**config.mk**
```make
export PLATFORM = sky130hd
export DESIGN_NAME = spi_flash_reader
export DESIGN_NICKNAME = d
export VERILOG_FILES = /design/src/rtl/spi_pkg.sv /design/src/rtl/spi_byte_xfer.sv /design/src/rtl/spi_flash_reader.sv
export SDC_FILE = /design/constraint.sdc
export NUM_CORES = 1
export LEC_CHECK = 0
export CORE_AREA = 2 2 98 100
export CTS_BUF_LIST = sky130_fd_sc_hd__clkbuf_16
export DETAILED_ROUTE_END_ITERATION = 8
export DIE_AREA = 0 0 100 102
export PLACE_DENSITY = 0.78
export SYNTH_ARGS = -nofsm -noshare
export SYNTH_HDL_FRONTEND = slang
export SYNTH_SLANG_ARGS = --single-unit
```
**constraint.sdc**
```tcl
create_clock -name clk -period 3 [get_ports clk]
set_input_delay 0.9 -clock clk [delete_from_list [all_inputs] [get_ports clk]]
set_output_delay 0.9 -clock clk [all_outputs]
set_load 0.05 [all_outputs]
```
**src/rtl/spi_pkg.sv**
```systemverilog
// spi_pkg: shared types and defaults for the SPI flash read path.
//   state_e  - transaction FSM states of spi_flash_reader
//   phase_e  - per-byte handshake phases of spi_byte_xfer
//   CMD_READ_DEFAULT, DUMMY_BYTE, TIMEOUT_CYCLES_DEFAULT - default constants
package spi_pkg;

   typedef enum logic [3:0] {
      StIdle,
      StCmd,
      StA2,
      StA1,
      StA0,
      StData,
      StHold,
      StCsEnd,
      StDone
   } state_e;

   typedef enum logic [1:0] {
      PhIdle,
      PhIssue,
      PhWait
   } phase_e;

   localparam logic [7:0]  CMD_READ_DEFAULT       = 8'h03;
   localparam logic [7:0]  DUMMY_BYTE             = 8'h00;
   localparam int unsigned TIMEOUT_CYCLES_DEFAULT = 64;

endpackage

```
**src/rtl/spi_byte_xfer.sv**
```systemverilog
// spi_byte_xfer: one byte exchange with the SPI controller, with a watchdog.
//   clk, reset        - system clock, synchronous active-high reset
//   i_go, i_tx_byte   - start a transfer (accepted only when idle) and the byte to send
//   o_spi_valid       - high during ISSUE until the controller drops spiReady
//   o_spi_data_tx     - byte presented to the controller
//   i_spi_ready       - controller idle (high) / shifting (low)
//   i_spi_data_rx     - received byte, valid when spiReady rises
//   o_rx_byte         - received byte, meaningful while o_xfer_done is high
//   o_xfer_done       - one-cycle pulse when spiReady rises in WAIT
//   o_timeout         - one-cycle pulse when a phase has lasted TIMEOUT_CYCLES cycles
module spi_byte_xfer
   import spi_pkg::*;
#(
   parameter int unsigned TIMEOUT_CYCLES = TIMEOUT_CYCLES_DEFAULT
) (
   input  logic       clk,
   input  logic       reset,
   input  logic       i_go,
   input  logic [7:0] i_tx_byte,
   output logic       o_spi_valid,
   output logic [7:0] o_spi_data_tx,
   input  logic       i_spi_ready,
   input  logic [7:0] i_spi_data_rx,
   output logic [7:0] o_rx_byte,
   output logic       o_xfer_done,
   output logic       o_timeout
);

   localparam int unsigned     CntW    = (TIMEOUT_CYCLES > 1) ? $clog2(TIMEOUT_CYCLES) : 1;
   localparam logic [CntW-1:0] CntLast = CntW'(TIMEOUT_CYCLES - 1);

   phase_e          r_phase, w_phase_next;
   logic [CntW-1:0] r_cnt, w_cnt_next;
   logic [7:0]      r_tx, w_tx_next;

   always_ff @(posedge clk) begin
      if (reset) begin
         r_phase <= PhIdle;
         r_cnt   <= '0;
         r_tx    <= '0;
      end else begin
         r_phase <= w_phase_next;
         r_cnt   <= w_cnt_next;
         r_tx    <= w_tx_next;
      end
   end

   always_comb begin
      w_phase_next = r_phase;
      w_cnt_next   = r_cnt;
      w_tx_next    = r_tx;
      o_xfer_done  = 1'b0;
      o_timeout    = 1'b0;
      unique case (r_phase)
         PhIdle: begin
            if (i_go) begin
               w_phase_next = PhIssue;
               w_cnt_next   = '0;
               w_tx_next    = i_tx_byte;
            end
         end
         PhIssue: begin
            if (!i_spi_ready) begin
               w_phase_next = PhWait;
               w_cnt_next   = '0;
            end else if (r_cnt == CntLast) begin
               o_timeout    = 1'b1;
               w_phase_next = PhIdle;
            end else begin
               w_cnt_next = r_cnt + 1'b1;
            end
         end
         PhWait: begin
            if (i_spi_ready) begin
               o_xfer_done  = 1'b1;
               w_phase_next = PhIdle;
            end else if (r_cnt == CntLast) begin
               o_timeout    = 1'b1;
               w_phase_next = PhIdle;
            end else begin
               w_cnt_next = r_cnt + 1'b1;
            end
         end
         default: w_phase_next = PhIdle;
      endcase
   end

   assign o_spi_valid   = (r_phase == PhIssue);
   assign o_spi_data_tx = r_tx;
   assign o_rx_byte     = i_spi_data_rx;

endmodule

```
**src/rtl/spi_flash_reader.sv**
```systemverilog
// spi_flash_reader: issues READ + 24-bit address to a SPI flash and streams len bytes out.
//   clk, reset                 - system clock, synchronous active-high reset
//   i_start, i_addr, i_len     - read request, captured in IDLE only
//   o_busy, o_done, o_error    - not idle / end-of-transaction pulse / sticky timeout
//   o_rd_data, o_rd_valid,
//   i_rd_ready                 - received data stream with backpressure
//   o_cs_n                     - flash chip select, active-low
//   o_spi_data_tx, o_spi_valid,
//   i_spi_ready, i_spi_data_rx - byte-level SPI controller handshake
module spi_flash_reader
   import spi_pkg::*;
#(
   parameter int unsigned TIMEOUT_CYCLES = TIMEOUT_CYCLES_DEFAULT,
   parameter logic [7:0]  CMD_READ       = CMD_READ_DEFAULT
) (
   input  logic        clk,
   input  logic        reset,
   input  logic        i_start,
   input  logic [23:0] i_addr,
   input  logic [15:0] i_len,
   output logic        o_busy,
   output logic        o_done,
   output logic        o_error,
   output logic [7:0]  o_rd_data,
   output logic        o_rd_valid,
   input  logic        i_rd_ready,
   output logic        o_cs_n,
   output logic [7:0]  o_spi_data_tx,
   output logic        o_spi_valid,
   input  logic        i_spi_ready,
   input  logic [7:0]  i_spi_data_rx
);

   state_e      r_state, w_state_next;
   logic [23:0] r_addr, w_addr_next;
   logic [15:0] r_count, w_count_next;
   logic        r_error, w_error_next;
   logic [7:0]  r_rd_data, w_rd_data_next;
   logic        r_rd_valid, w_rd_valid_next;
   logic        r_csend, w_csend_next;

   logic        w_go;
   logic [7:0]  w_tx_byte;
   logic [7:0]  w_rx_byte;
   logic        w_xfer_done;
   logic        w_timeout;

   spi_byte_xfer #(
      .TIMEOUT_CYCLES(TIMEOUT_CYCLES)
   ) u_xfer (
      .clk          (clk),
      .reset        (reset),
      .i_go         (w_go),
      .i_tx_byte    (w_tx_byte),
      .o_spi_valid  (o_spi_valid),
      .o_spi_data_tx(o_spi_data_tx),
      .i_spi_ready  (i_spi_ready),
      .i_spi_data_rx(i_spi_data_rx),
      .o_rx_byte    (w_rx_byte),
      .o_xfer_done  (w_xfer_done),
      .o_timeout    (w_timeout)
   );

   always_ff @(posedge clk) begin
      if (reset) begin
         r_state    <= StIdle;
         r_addr     <= '0;
         r_count    <= '0;
         r_error    <= 1'b0;
         r_rd_data  <= '0;
         r_rd_valid <= 1'b0;
         r_csend    <= 1'b0;
      end else begin
         r_state    <= w_state_next;
         r_addr     <= w_addr_next;
         r_count    <= w_count_next;
         r_error    <= w_error_next;
         r_rd_data  <= w_rd_data_next;
         r_rd_valid <= w_rd_valid_next;
         r_csend    <= w_csend_next;
      end
   end

   // The byte engine only accepts go while idle, so holding go high in a byte
   // state launches exactly one transfer per state visit.
   always_comb begin
      w_state_next    = r_state;
      w_addr_next     = r_addr;
      w_count_next    = r_count;
      w_error_next    = r_error;
      w_rd_data_next  = r_rd_data;
      w_rd_valid_next = r_rd_valid;
      w_csend_next    = r_csend;
      w_go            = 1'b0;
      w_tx_byte       = DUMMY_BYTE;
      unique case (r_state)
         StIdle: begin
            if (i_start) begin
               w_addr_next  = i_addr;
               w_count_next = i_len;
               w_error_next = 1'b0;
               w_state_next = StCmd;
            end
         end
         StCmd: begin
            w_go      = 1'b1;
            w_tx_byte = CMD_READ;
            if (w_xfer_done) w_state_next = StA2;
         end
         StA2: begin
            w_go      = 1'b1;
            w_tx_byte = r_addr[23:16];
            if (w_xfer_done) w_state_next = StA1;
         end
         StA1: begin
            w_go      = 1'b1;
            w_tx_byte = r_addr[15:8];
            if (w_xfer_done) w_state_next = StA0;
         end
         StA0: begin
            w_go      = 1'b1;
            w_tx_byte = r_addr[7:0];
            if (w_xfer_done) w_state_next = (r_count == '0) ? StCsEnd : StData;
         end
         StData: begin
            w_go = 1'b1;
            if (w_xfer_done) begin
               w_rd_data_next  = w_rx_byte;
               w_rd_valid_next = 1'b1;
               w_state_next    = StHold;
            end
         end
         StHold: begin
            if (r_rd_valid && i_rd_ready) begin
               w_rd_valid_next = 1'b0;
               w_count_next    = r_count - 1'b1;
               w_state_next    = (r_count != 16'd1) ? StData : StCsEnd;
            end
         end
         StCsEnd: begin
            // Two cycles with chip select released before signalling done.
            w_csend_next = ~r_csend;
            if (r_csend) w_state_next = StDone;
         end
         StDone: w_state_next = StIdle;
         default: w_state_next = StIdle;
      endcase

      if (w_timeout) begin
         w_error_next = 1'b1;
         w_count_next = '0;
         w_state_next = StCsEnd;
      end
   end

   assign o_busy     = (r_state != StIdle);
   assign o_done     = (r_state == StDone);
   assign o_error    = r_error;
   assign o_rd_data  = r_rd_data;
   assign o_rd_valid = r_rd_valid;
   assign o_cs_n     = !(r_state inside {StCmd, StA2, StA1, StA0, StData, StHold});

endmodule

```
==> impl_results.md, run 1 <==
* Final wirelength at approximately 10,000 um
* Routed vias at 3,779
* Max-Cap Viols at 0
* Worst slew margin at 0.399
* Synth top area cells: dfxtp_1, nand2_1, a21oi_1, ha_1, mux2i_1
* Most frequent cells in the layout: nand2_1, dfxtp_1, clkdlybuf4s50_1
* Asr flop ratio synth at 0
* # diodes at 0
* Crit path time final at 2.75 ns
* Die Y at ~100 um
* First-pass GRT wire length at about 17,000 um
* Post-route cell area at 0.00489 mm^2
* CTS tree: yes
* Initial antenna violation count at 0
* FF-to-FF setup slack at 0.91 ns
* Top-Level Pins at 75
* DRT Pass-1 Iters at 5
* WP data arrival at about 1.9 ns
* Crit path capture type: output pin
* Startpoint Class: flop
* Post-synth EDFFs at 0
* Ys Warns at 0
* Vias in the first global route at 3,652
* Layout cell share with drive strength beyond 1 at 0.0843
* Worst slew pin tran at 0.895 ns
* Top routing layer in use: met4
* Gr ovfl total at 0
* Status: finished clean
* Clk_skew at approximately 0.011 ns
* CP Class: reg -> out
* Total CTS buffers at 9
* Cts repair resizes at 0
* Seq/Total Area, Yosys at 0.372
* Clk slew on worst S/H paths at about 0.06 ns
* Final worst-path cycle share at 0.916
* Die area at just over 0.01 mm^2
* All-Layer GR Usage at 0.206
* Clock Sinks at 71
* Root buffer cell: clkbuf_16
* Pwr dens at about 750 mW/mm^2
* Initial core utilization at 0.420
* Pin count of the biggest net entering global routing at 30
* Fin. Hold Viols at 0
* Synth area leader: dfxtp_1
* Setup Viol. Count Final at 0
* Synth Area per Inst at 8.20 um^2
* GP Congestion at around 0.94
* DRC at 0
* Die Width at roughly 100 um
* Required time of the worst setup path at between 2 and 2.5 ns
* DR WL met2 at just under 5000 um
* Syn-to-layout area delta at 27.9%
* Area share of the largest cell type after synthesis at 0.372
* DP Area at between 0.004 and 0.005 mm^2
* Worst skew pair latency at approximately 0.34 ns
* Min-Delay Path Class: reg -> reg
* Initial DRC count at between 200 and 300
* Wire length per cell at roughly 16 um
* Dpl ws at 0.170 ns
* Final #Nets at 590
* Setup TNS at 0 ns
* Post-layout util at 0.537
* Ys flop type: dfxtp_1
* Non-filler cells in the finished layout at approximately 650
* Syn nets at between 500 and 600
* # hold bufs at CTS at 0
* Crit-path max FO at 5
* H-tree Lvls at 3
* # port buffers at between 70 and 80
* Avg Vias per Cell at 5.86
* Max-slew violation count at 0
* Post-Synthesis Cells at 466
* Clk buf depth at 2
* Placed insts at around 630
* Routed met3 length at between 500 and 600 um
* Mapped cell area at around 0.0038 mm^2
* Static Leak at around 1.8 nW
* Post-DRT Antenna Nets at 0
* Synthesis-stage register bit count at ~70
* Fmax at ~360 MHz
* Rows at 35
* Detailed Place HPWL at between 7000 and 8000 um
* Setup WS post-layout at roughly 0.25 ns
* Setup Buffers After CTS at 0
* Met1 Wirelength at 4440 um
* Netlist cell types at between 60 and 70
* Max VDD drop at 0.000285 V
* Core ar. at roughly 0.0091 mm^2
* RSZ-0062 raised after global routing: false
* Leading cell type in the layout, fill and taps excluded: nand2_1
## logic make-up after synthesis
| kind of cell | share of synthesized area |
|---|---|
| compound gates | 0.260 |
| xor+xnor | 0.00458 |
| fa+ha+maj | 0.0262 |
| buf+inv | 0.0537 |
| flops | 0.372 |
| mux | 0.0291 |
| simple gates | 0.255 |
## registers in the layout, indices dropped and copies added (netlist names)
name,count
o_error,1
o_rd_data,8
o_rd_valid,1
r_addr,24
r_count,16
r_csend,1
r_state,4
u_xfer.o_spi_data_tx,8
u_xfer.r_cnt,6
u_xfer.r_phase,2
## critical path, cell delays in order, from the launching register on
cell             delay, ns
dfxtp_1               0.36
inv_1                 0.09
ha_1                  0.23
clkdlybuf4s50_1       0.83
## Yosys cell counts, types with 10 or more instances
library cell	number
clkbuf_1	14
nor2_1	22
and2_1	10
o21ai_0	18
nor3_1	12
a21oi_1	54
nand4_1	10
nand2_1	82
a22oi_1	11
buf_2	11
a31oi_1	12
mux2i_1	10
dfxtp_1	71
## metrics by stage
| step | hold WS [ns] | power (W) |
|---|---|---|
| 3_5_place_dp | 0.447 | 0.00264 |
| 3_3_place_gp | 0.443 | 0.00261 |
| 2_1_floorplan | 0.433 | 0.00226 |
| 6_report | 0.454 | 0.00367 |
| 5_1_grt | 0.475 | 0.00387 |
| 4_1_cts | 0.455 | 0.00367 |
## routing by layer
metal / GRT usage / up-vias
li1: - / 1849
met1: 0.259 / 1784
met2: 0.350 / 126
met3: 0.0383 / 20
met4: 0.0885 / 0
met5: 0 / -
## cell type report
| type | count | area [um^2] |
|---|---|---|
| fill | 849 | 4220 |
| clock inverter | 7 | 58.8 |
| timing repair buffer | 84 | 816 |
| multi-input combinational | 354 | 2200 |
| inverter | 9 | 33.8 |
| clock buffer | 9 | 225 |
| sequential | 71 | 1420 |
| tap | 111 | 139 |
## report_power, final
group	switching, W	internal, W
logic	0.000885	0.000525
clock network	0.000451	0.000574
registers	0.000163	0.00107
total	0.00150	0.00217
## worst paths after layout
path                                  startpoint  depth (start not counted)                 endpoint
setup / recovery  u_xfer.r_phase[1]$_SDFFE_PP0P_                          3              o_spi_valid
hold / removal           r_addr[18]$_SDFFE_PP0P_                          2  r_addr[18]$_SDFFE_PP0P_
setup reg to reg         r_state[0]$_SDFFE_PP0P_                          5  r_addr[17]$_SDFFE_PP0P_
hold reg to reg          r_addr[18]$_SDFFE_PP0P_                          2  r_addr[18]$_SDFFE_PP0P_
Power figures use the tool's default switching activity.
==> run 2, diff against run 1 <==
--- a/config.mk
+++ b/config.mk
@@ -7,6 +7,7 @@
 export LEC_CHECK = 0
 export CORE_AREA = 2 2 98 100
 export CTS_BUF_LIST = sky130_fd_sc_hd__clkbuf_16
+export CTS_CLUSTER_DIAMETER = 100
 export DETAILED_ROUTE_END_ITERATION = 8
 export DIE_AREA = 0 0 100 102
 export PLACE_DENSITY = 0.78
==> results of run 2 <==
Final layout, timing and power as in run 1 (identical DEF).
